**config.mk**
```make
export PLATFORM = sky130hd
export DESIGN_NAME = inc_nibble_seq
export DESIGN_NICKNAME = d
export VERILOG_FILES = /design/src/rtl/inc_nibble_seq_pkg.sv /design/src/rtl/inc_nibble_seq_inc4.sv /design/src/rtl/inc_nibble_seq.sv
export SDC_FILE = /design/constraint.sdc
export NUM_CORES = 1
export LEC_CHECK = 0
export BUFFER_PORTS_ARGS = -buffer_cell sky130_fd_sc_hd__buf_2
export CAP_MARGIN = 20
export CORE_ASPECT_RATIO = 0.6
export CORE_UTILIZATION = 47
export CTS_BUF_LIST = sky130_fd_sc_hd__clkbuf_16
export CTS_CLUSTER_SIZE = 14
export DETAILED_ROUTE_END_ITERATION = 10
export PLACE_DENSITY = 0.84
export SYNTH_ARGS = -nofsm -noshare
export SYNTH_HDL_FRONTEND = slang
export SYNTH_SLANG_ARGS = --single-unit
```
**constraint.sdc**
```tcl
create_clock -name clk -period 2.2 [get_ports clk]
set_clock_uncertainty 0.15 [all_clocks]
set_input_delay 0.33 -clock clk [delete_from_list [all_inputs] [get_ports clk]]
set_output_delay 0.33 -clock clk [all_outputs]
set_load 0.05 [all_outputs]
```
**src/rtl/inc_nibble_seq_pkg.sv**
```systemverilog
// Shared ALU definitions for the nibble-serial incrementer.
// Nibble width and controller state encoding.
package inc_nibble_seq_pkg;

  localparam int NIB_W = 4;

  typedef enum logic [1:0] {
    IDLE = 2'd0,
    RUN  = 2'd1,
    DONE = 2'd2
  } state_t;

endpackage

```
**src/rtl/inc_nibble_seq_inc4.sv**
```systemverilog
// Existing 4-bit incrementer cell.
// Outputs are undefined while en is low.
module inc_nibble_seq_inc4
  import inc_nibble_seq_pkg::*;
(
  input  logic             en,
  input  logic [NIB_W-1:0] a,
  output logic [NIB_W-1:0] s,
  output logic             c_out
);

  // add one when enabled, otherwise drive unknowns
  always_comb begin
    if (en) begin
      {c_out, s} = {1'b0, a} + (NIB_W+1)'(1);
    end else begin
      s     = 'x;
      c_out = 1'bx;
    end
  end

endmodule

```
**src/rtl/inc_nibble_seq.sv**
```systemverilog
// Nibble-serial incrementer: walks nibbles from LSB,
// stopping at the first one that does not carry.
module inc_nibble_seq
  import inc_nibble_seq_pkg::*;
#(
  parameter int NIBBLES = 4
) (
  input  logic                       clk,
  input  logic                       rst_n,
  input  logic                       in_valid,
  output logic                       in_ready,
  input  logic [NIB_W*NIBBLES-1:0]   in_data,
  output logic                       out_valid,
  input  logic                       out_ready,
  output logic [NIB_W*NIBBLES-1:0]   out_data,
  output logic                       out_carry,
  output logic [$clog2(NIBBLES+1)-1:0] out_cycles
);

  localparam int DW = NIB_W * NIBBLES;
  localparam int IW = $clog2(NIBBLES);
  localparam int CW = $clog2(NIBBLES + 1);

  state_t           state;
  state_t           state_n;
  logic [DW-1:0]    work;
  logic [IW-1:0]    idx;
  logic [CW-1:0]    steps;
  logic             carry;

  logic             inc_en;
  logic [NIB_W-1:0] nib;
  logic [NIB_W-1:0] sum;
  logic             c_out;
  logic             accept;
  logic             last;

  inc_nibble_seq_inc4 u_inc (
    .en    (inc_en),
    .a     (nib),
    .s     (sum),
    .c_out (c_out)
  );

  assign accept = in_valid && in_ready;
  assign last   = (idx == IW'(NIBBLES - 1));

  // select the nibble addressed by idx
  always_comb begin
    nib = '0;
    for (int i = 0; i < NIBBLES; i++) begin
      if (idx == IW'(i)) begin
        nib = work[i*NIB_W +: NIB_W];
      end
    end
  end

  // state register
  always_ff @(posedge clk or negedge rst_n) begin
    if (!rst_n) begin
      state <= IDLE;
    end else begin
      state <= state_n;
    end
  end

  // next-state: carry only consulted while running
  always_comb begin
    state_n = state;
    unique case (state)
      IDLE: if (accept) state_n = RUN;
      RUN:  if (!c_out || last) state_n = DONE;
      DONE: if (out_ready) state_n = IDLE;
      default: state_n = IDLE;
    endcase
  end

  // handshake and incrementer enable from state
  always_comb begin
    in_ready  = (state == IDLE);
    out_valid = (state == DONE);
    inc_en    = (state == RUN);
  end

  // working operand, nibble index, step count, final carry
  always_ff @(posedge clk or negedge rst_n) begin
    if (!rst_n) begin
      work  <= '0;
      idx   <= '0;
      steps <= '0;
      carry <= 1'b0;
    end else if (accept) begin
      work  <= in_data;
      idx   <= '0;
      steps <= '0;
    end else if (state == RUN) begin
      for (int i = 0; i < NIBBLES; i++) begin
        if (idx == IW'(i)) begin
          work[i*NIB_W +: NIB_W] <= sum;
        end
      end
      steps <= steps + CW'(1);
      if (c_out && !last) begin
        idx <= idx + IW'(1);
      end
      if (!c_out || last) begin
        carry <= c_out;
      end
    end
  end

  assign out_data   = work;
  assign out_carry  = carry;
  assign out_cycles = steps;

endmodule

```
==> results of run 1 <==
## repair_timing
action                                  CTS  global route
pin swaps                                 4            10
endpoints found under the hold margin    24             0
hold buffers                              1             0
endpoints found under the setup margin   11            14
gates resized for setup                  17             9
setup buffers                             2             4
## cell usage in the layout, fill, tap and decap left out, drive strengths merged
master       netlist  layout
buf                6      66
dfrtp             24      24
nand2             21      21
o21ai             16      16
a21oi             13      13
nor2b              7       7
ha                 6       6
nor2               5       5
inv                5       5
and2b              4       4
o221ai             4       4
a211oi             4       4
nand3b             4       4
and3               3       3
mux2i              3       3
a311oi             3       3
a21o               3       3
clkbuf             4       3
o21a               3       3
nand2b             2       2
nand3              2       2
or3                2       2
xor2               2       2
nor3b              2       2
and2               2       2
o211ai             2       2
a22o               1       1
a221oi             1       1
o311ai             1       1
xnor2              1       1
a2bb2oi            1       1
nor3               1       1
mux2               1       1
a31oi              1       1
bufinv             0       1
dlygate4sd3        0       1
## cell type report
type / count / area [um^2] / area share, %
Inverter: 5 / 23.8 / 1.10
Timing Repair Buffer: 67 / 418 / 19.3
Multi-Input combinational cell: 121 / 960 / 44.4
Clock inverter: 1 / 30.0 / 1.39
Clock buffer: 3 / 75.1 / 3.47
Tap cell: 42 / 52.6 / 2.43
Sequential cell: 24 / 603 / 27.9
## per-layer routing
layer  wire, um  up-vias  part of all wire, %  global-route usage [%]
li1           -      698                    -                       -
met1       2140      704                   49                    37.7
met2       1900       60                   44                    42.7
met3        298        2                  6.8                    6.14
met4         16        0                 0.37                    6.92
met5          0        -                    0                       0
## power groups by stage
| stage | combinational, uW | sequential [uW] | clock [uW] |
|---|---|---|---|
| global route | 2140 | 836 | 555 |
| CTS | 1920 | 803 | 539 |
| global placement | 1840 | 797 | 0 |
| detailed placement | 1860 | 798 | 0 |
| floorplan | 858 | 1330 | 0 |
| finish | 2000 | 812 | 530 |
## worst min path at each step
stage	cells after the start	end	start
after floorplan	0	idx[0]	rst_n
after global placement	1	out_data[4]	rst_n
after detailed placement	1	out_data[4]	rst_n
after CTS	3	out_data[12]	in_data[12]
after global routing	2	out_data[0]	in_data[0]
final	2	state[1]	out_ready
## logic make-up (layout without fill, tap and decap cells)
group,count (synthesis),in the layout
fa+ha+maj,6,6
xor+xnor,3,3
flops,24,24
simple gates,55,55
buf+inv,15,76
compound gates,53,53
mux,4,4
## per-stage QoR
stage               power, uW  instance area [um^2]  worst slack [ns]  hold WS [ns]
floorplan                2180                  1590            0.0270        -0.116
global placement         2640                  1900           0.00211         0.188
detailed placement       2660                  1900            -0.169         0.205
CTS                      3260                  2110           -0.0342         0.110
global route             3530                  2160            -0.100         0.116
finish                   3350                  2160           -0.0113         0.109
## registers in the layout, indices dropped and copies added (netlist names)
register / cells
out_cycles: 3
idx: 2
out_carry: 1
out_data: 16
state: 2
## worst max-delay path, cell delays in order, from the launching register on
cell                       delay (ns)
sky130_fd_sc_hd__dfrtp_2         0.43
sky130_fd_sc_hd__inv_4           0.07
sky130_fd_sc_hd__ha_4            0.19
sky130_fd_sc_hd__buf_6           0.13
sky130_fd_sc_hd__nand3b_4        0.15
sky130_fd_sc_hd__a221oi_4        0.35
sky130_fd_sc_hd__o211ai_2        0.15
sky130_fd_sc_hd__xnor2_2         0.28
sky130_fd_sc_hd__o221ai_1        0.18
==> impl_summary.md, run 1 <==
Outcome
The run finished, with violations left. The checks that failed: negative setup slack.

Clocking
The clock sink count is 24. The longest clock path from root to sink contains 2 buffers. For the worst-skew pair, the clock arrives at the later sink with an insertion delay of 0.26 ns. The number of buffers created by CTS is 3.

The clock tree from TritonCTS is yes. In this run the number of H-tree levels came out at 1. The clock root buffer is sky130_fd_sc_hd__clkbuf_16. Clock-pin slew was measured on the worst setup and hold paths at 0.06 ns.

STA
The total negative slack is -0.0241 ns. The worst relative slew slack is between 60 and 70%. The count of final max-slew check failures is 0. Setup repair after global routing could not meet its margin everywhere. Counting I/O delays and the setup requirement, the final critical path takes around 2.2 ns.

The number of setup violations in the final report is 3. The final-report hold violation count is 0. The worst-case setup margin in the final layout is -0.0113 ns. The final period utilization is 101%. The worst-margin pin slew is between 0.5 and 0.6 ns. Timing would allow up to roughly 0.45 GHz.

Global routing
The number of antenna violations at the first check in global routing was 0. The number of global-route vias before repair is 1386. The leftover overflow at the end of global routing is 0. The first-pass GRT wire length is approximately 7100 um. Across every metal layer, demand over resource in global routing totals between 20% and 30%. Entering global routing, the biggest net connects 25 pins.

Route
The first-pass iteration count of the detailed router is 4. For this block, the routed nets add up to 4350 um of wire. The total via count after detailed routing is around 1500. In the final routed layout, each cell accounts on average for 16.5 um. The iteration-0 DRC count of the detailed router is between 50 and 60.

The detail-routed via count per cell is ~5.6. For this run, design rule violations remaining after detail routing come to 0. The detail route stage leaves a number of antenna-violating nets equal to 0.

Setup path
The worst setup slack for register-to-register paths is -0.01 ns. The worst setup path is launched from a flop. The worst reg2reg path depth is 8. The required time at the worst-slack endpoint is 2.18 ns. The category of the most critical setup path is reg -> reg. Of all nets on the critical path, the largest fanout is 6.

The timing endpoint of the critical path is out_data[7]. The reg-to-reg critical path startpoint is idx[1]. The worst register-to-register path ends at out_data[7]. STA puts the critical path data arrival time at between 2 and 2.5 ns. The worst setup path startpoint is idx[1]. The sort of element at the end of the critical path is a flop.

Power and ir drop
The clock network power share is approximately 16%. Per report_power, the sequential group accounts for 24.3% of the total. Summed over all cells, the static leakage comes to 0.00103 uW. The internal power of the cells is between 1500 and 2000 uW. Summed over all nets, the switching power comes to roughly 1700 uW. In this run, the combinational gates consume 59.9% of the power. Across the VDD grid, the largest voltage drop is roughly 1 mV. Power spread over the standard cell area amounts to about 1500 nW/um^2. Net switching is about half of the power.

Yosys
Ranked by total cell area, the synthesized netlist is headed by sky130_fd_sc_hd__dfrtp_1 (38%), sky130_fd_sc_hd__nand2_1 (5.0%), sky130_fd_sc_hd__ha_1 (4.8%), sky130_fd_sc_hd__a21oi_1 (3.8%), sky130_fd_sc_hd__o21ai_0 (3.5%). By count the netlist is led by sky130_fd_sc_hd__dfrtp_1 (24), sky130_fd_sc_hd__nand2_1 (21), sky130_fd_sc_hd__a21oi_1 (12). The fraction of the mapped netlist area in compound gates is between 20% and 30%. After synthesis, the largest family of logic cells by area is compound AO/OA/AOI/OAI gates.

The post-synthesis share of cell area spent on full adders, half adders and majority gates is around 4.8%. Counting flops with a built-in enable in the synthesized netlist gives 0. The async set or reset register ratio after synthesis is 100%.

The register area share after synthesis is roughly two fifths. The fraction of the mapped netlist area in simple logic gates is between 20 and 25%. The summed instance area of the synthesized netlist is ~1600 um^2.

The cell with the most instances after synthesis is sky130_fd_sc_hd__dfrtp_1. The synthesized area divided by synthesized cell count is a little under 10 um^2. The synthesized netlist devotes under 10% of its cell area to XOR and XNOR gates.

Counting distinct cell types in the post-synthesis netlist gives 49. Summed over all instances, the cell type with the most area after synthesis is sky130_fd_sc_hd__dfrtp_1. The count of warnings emitted by yosys is 0.

The flip-flop and latch count after synthesis is 24. Synthesis produced a netlist whose cell count is 160. In the synthesized netlist the dominant register cell turns out to be sky130_fd_sc_hd__dfrtp_1. The synthesized netlist net count is between 150 and 200. After synthesis, the largest area contributor takes up approximately two fifths of total cell area. The mux cell area share after synthesis is around 2.6%.

Floorplanning
The starting density of the core is 51.8%. The floorplan die width is approximately 77 um. The top-level I/O count is 42. The height of the die is between 40 and 50 um. The site row count is 15. The area of the die is ~3600 um^2. The core area is roughly 3000 um^2.

Layout
The count of cells in the finished layout, fillers not included, comes to roughly 260. The area added between synthesis and finish is 38.0%. The number of antenna diodes in the final layout is 0. The final layout contains roughly 250 nets. In the final layout, the share of cells above drive strength 1 is between 40% and 50%.

The final-layout fill cell count is around 240. The utilization after layout is ~72%.

Placed design
Once placement completed, the tool counted placed cells totaling roughly 250. The quantity of I/O buffers inserted on ports is 41. The routability-driven placement congestion ratio is between 0.9 and 1. The wire-length estimate of the detail-placed layout is approximately 3100 um.

Min path
The worst hold path belongs to the class in -> reg.

Flow run
Max-cap violations in this run came to 0.
No activity file was read; power rests on OpenSTA's default activity.
==> run 2, diff against run 1 <==
==> constraint.sdc (replaced) <==
create_clock -name clk -period 2.2 [get_ports clk]
set_clock_uncertainty 0.15 [all_clocks]
set_input_delay 0.11 -clock clk [delete_from_list [all_inputs] [get_ports clk]]
set_output_delay 0.11 -clock clk [all_outputs]
set_load 0.05 [all_outputs]
==> run 2 against run 1 <==
The flow still finishes with violations (negative setup slack). Clock-buffer cell count is the same. Cell count grew 6.8%. Clock power grew 2%. Fmax shrank 0.89%. Combinational power grew 10%. First-iteration DRC count grew to 2.5 times the previous value. Global-route usage grew 1.6 points. Flip-flop and latch count is the same. Highest routed layer unchanged.
==> impl_summary.md, run 2 (same netlist as run 1, synthesis figures left out) <==
Global routing
After global routing, the most crowded layer is met2. The global routing met1 resource utilization is 39.3% (+1.6 points). The met2 routing resource usage after global routing is 46.5% (+3.8 points). The leftover overflow at the end of global routing is 0 (unchanged). The met3 track demand over resource in global routing is 6.14% (unchanged). The number of global-route vias before repair was 1467 (+5.8%). The pin count of the biggest net entering global routing was 25 (unchanged). The number of antenna violations at the first check in global routing is 0 (unchanged).

The first-pass GRT wire length came to 7490 um (+6.3%). The overall track demand over capacity in global routing is 28.4% (+1.6 points).

STA
The maximum clock frequency came to 0.448 GHz (-0.89%). The total negative slack is -0.155 ns (-0.131 ns). Setup repair after global routing could not meet its margin everywhere. The worst relative slew slack was 62.9% (-0.073 points). The number of setup violations in the final report came to 9 (+6).

The worst hold slack across all endpoints came to 0.00445 ns (-0.105 ns). The final critical path time including I/O delays and setup was 2.23 ns (+0.0198 ns). The worst-case setup margin in the final layout is -0.0311 ns (-0.0198 ns). The count of final max-slew check failures is 0 (unchanged).

The final-report hold violation count is 0 (unchanged). The worst-margin pin slew was 0.557 ns (+0.00110 ns). The final period utilization is 101% (+0.90 points).

Layout
The number of flip-flops in the largest register was 16 (unchanged). The fraction of final layout cells with drive strength greater than 1 is 45.6% (-0.55 points). The top cell types in the final layout, fill and taps aside, are sky130_fd_sc_hd__buf_2 (41), sky130_fd_sc_hd__dfrtp_1 (23), sky130_fd_sc_hd__buf_4 (23), sky130_fd_sc_hd__nand2_1 (20), sky130_fd_sc_hd__dlygate4sd3_1 (14). The most common cell after layout, fill and taps aside is sky130_fd_sc_hd__buf_2. The utilization after layout is 79.8% (+8.3 points). The area growth from synthesis to layout is 54.0%. The antenna diode count came to 0 (unchanged).

The final net count is 266 (+7.3%).

Route
The number of routed nets with antenna violations is 0 (unchanged). The total via count after detailed routing is 1546 (+5.6%). The wire length reported by the detailed router was 4890 um (+12%). The iteration-0 DRC count of the detailed router is 145 (+150%). The detailed-route DRC error count is 0 (unchanged).

The per-cell routed wire length was 17.4 um (+5.2%). The detail-routed via count per cell is 5.50 (-1.2%). The first-pass iteration count of the detailed router came to 4 (unchanged).

Flow run
The max capacitance violation total is 0 (unchanged).

Floorplanning
The floorplan die width was 76.5 um (unchanged). The top-level I/O count came to 42 (unchanged). The site row count is 15 (unchanged). The core area is 3020 um^2 (unchanged). The starting density of the core is 51.8% (unchanged).

The height of the die is 46.7 um (unchanged). The area of the die is 3580 um^2 (unchanged).

Clocking
The number of buffers created by CTS was 3 (unchanged). The clock sink count is 24 (unchanged). The clock transition at the registers of the reported paths came to 0.07 ns (about the same). The clock root buffer is sky130_fd_sc_hd__clkbuf_16. The clock tree buffer depth is 2 (unchanged).

The clock latency reported for the late side of the worst-skew pair is 0.27 ns (about the same). TritonCTS built the clock tree. The H-tree depth reported by CTS came to 1 (unchanged).

Power and ir drop
The power density over cell area is 1480 nW/um^2 (-4.4%). The largest voltage drop on the vdd net came to 1.09 mV (+8.4%). The total power consumption of the routed design came to 3570 uW (+6.7%). The leakage power summed over all cells is 0.00112 uW (+9.2%).

Min path
The worst hold path endpoint is out_data[7]. The count of cells along the worst hold path is 3 (+1). The class of the tightest hold or removal check is in -> reg.

The hold path startpoint is in_data[7].

Setup path
The worst reg2reg path depth was 8 (unchanged). The reg-to-reg critical path startpoint is idx[0]. The worst setup slack for register-to-register paths is -0.03 ns (-0.02 ns). The category of the most critical setup path is reg -> reg. The kind of start point of the critical path is a flop. The required time at the worst-slack endpoint is 2.24 ns (+0.06 ns). The worst-path maximum fanout was 6 (unchanged). The worst register-to-register path ends at idx[0]. STA classifies the critical path endpoint as a flop. The signal arrival time at the worst endpoint is 2.27 ns (+0.08 ns).

Placed design
The quantity of I/O buffers inserted on ports came to 41 (unchanged). The routability-driven placement congestion ratio is 0.930 (+0.18%). The HPWL after detailed placement is 3080 um (-0.25%).

Outcome
The run finished, with violations left. The final reports fail on negative setup slack.
run 2: area by class of cell:
type / count / area, um^2
clock buffers: 3 / 75.1
clock inverters: 1 / 30.0
fillers: 189 / 609
inverters: 5 / 21.3
multi-input cells: 121 / 1030
flip-flops and latches: 24 / 602
well taps: 42 / 52.6
repair buffers: 85 / 606
run 2: metal layers:
layer  part of all wire (%)  vias to the layer above
met2                     46                       66
met1                     46                      739
met4                   0.98                        0
li1                       -                      735
met5                      0                        -
met3                    7.4                        6
run 2: worst max path at each step:
stage	start	endpoint	depth (start not counted)
CTS	idx[1]	out_data[2]	9
floorplan	idx[0]	out_data[10]	9
detailed placement	idx[0]	out_data[6]	8
finish	idx[0]	idx[0]	8
global placement	idx[1]	out_data[6]	8
global route	idx[1]	idx[1]	9
run 2: critical path, cell delays in order, from the launching register on:
cell and delay, ns:
sky130_fd_sc_hd__dfrtp_2 0.48, sky130_fd_sc_hd__ha_4 0.22, sky130_fd_sc_hd__nand3b_1 0.20, sky130_fd_sc_hd__a211oi_2 0.36, sky130_fd_sc_hd__ha_4 0.23, sky130_fd_sc_hd__buf_4 0.12
sky130_fd_sc_hd__o21a_1 0.15, sky130_fd_sc_hd__nand3_1 0.09, sky130_fd_sc_hd__a21oi_1 0.14
run 2: repair_timing:
action,CTS,global route
endpoints found under the setup margin,9,12
setup buffers,7,7
hold buffers,14,0
pin swaps,10,12
endpoints found under the hold margin,37,0
resized for setup,19,18
run 2: per-stage QoR:
step / cells / setup WS [ns] / area, um^2
2_1_floorplan: 160 / 0.0270 / 1590
3_3_place_gp: 252 / -0.000336 / 1900
3_5_place_dp: 252 / -0.109 / 1900
4_1_cts: 277 / 0.000142 / 2290
5_1_grt: 281 / -0.115 / 2410
6_report: 281 / -0.0311 / 2410
run 2: power by group:
| group | leakage (uW) | internal [uW] | switching (uW) |
|---|---|---|---|
| sequential | 0.000300 | 621 | 205 |
| clock | 0.0000511 | 363 | 177 |
| combinational | 0.000771 | 806 | 1400 |
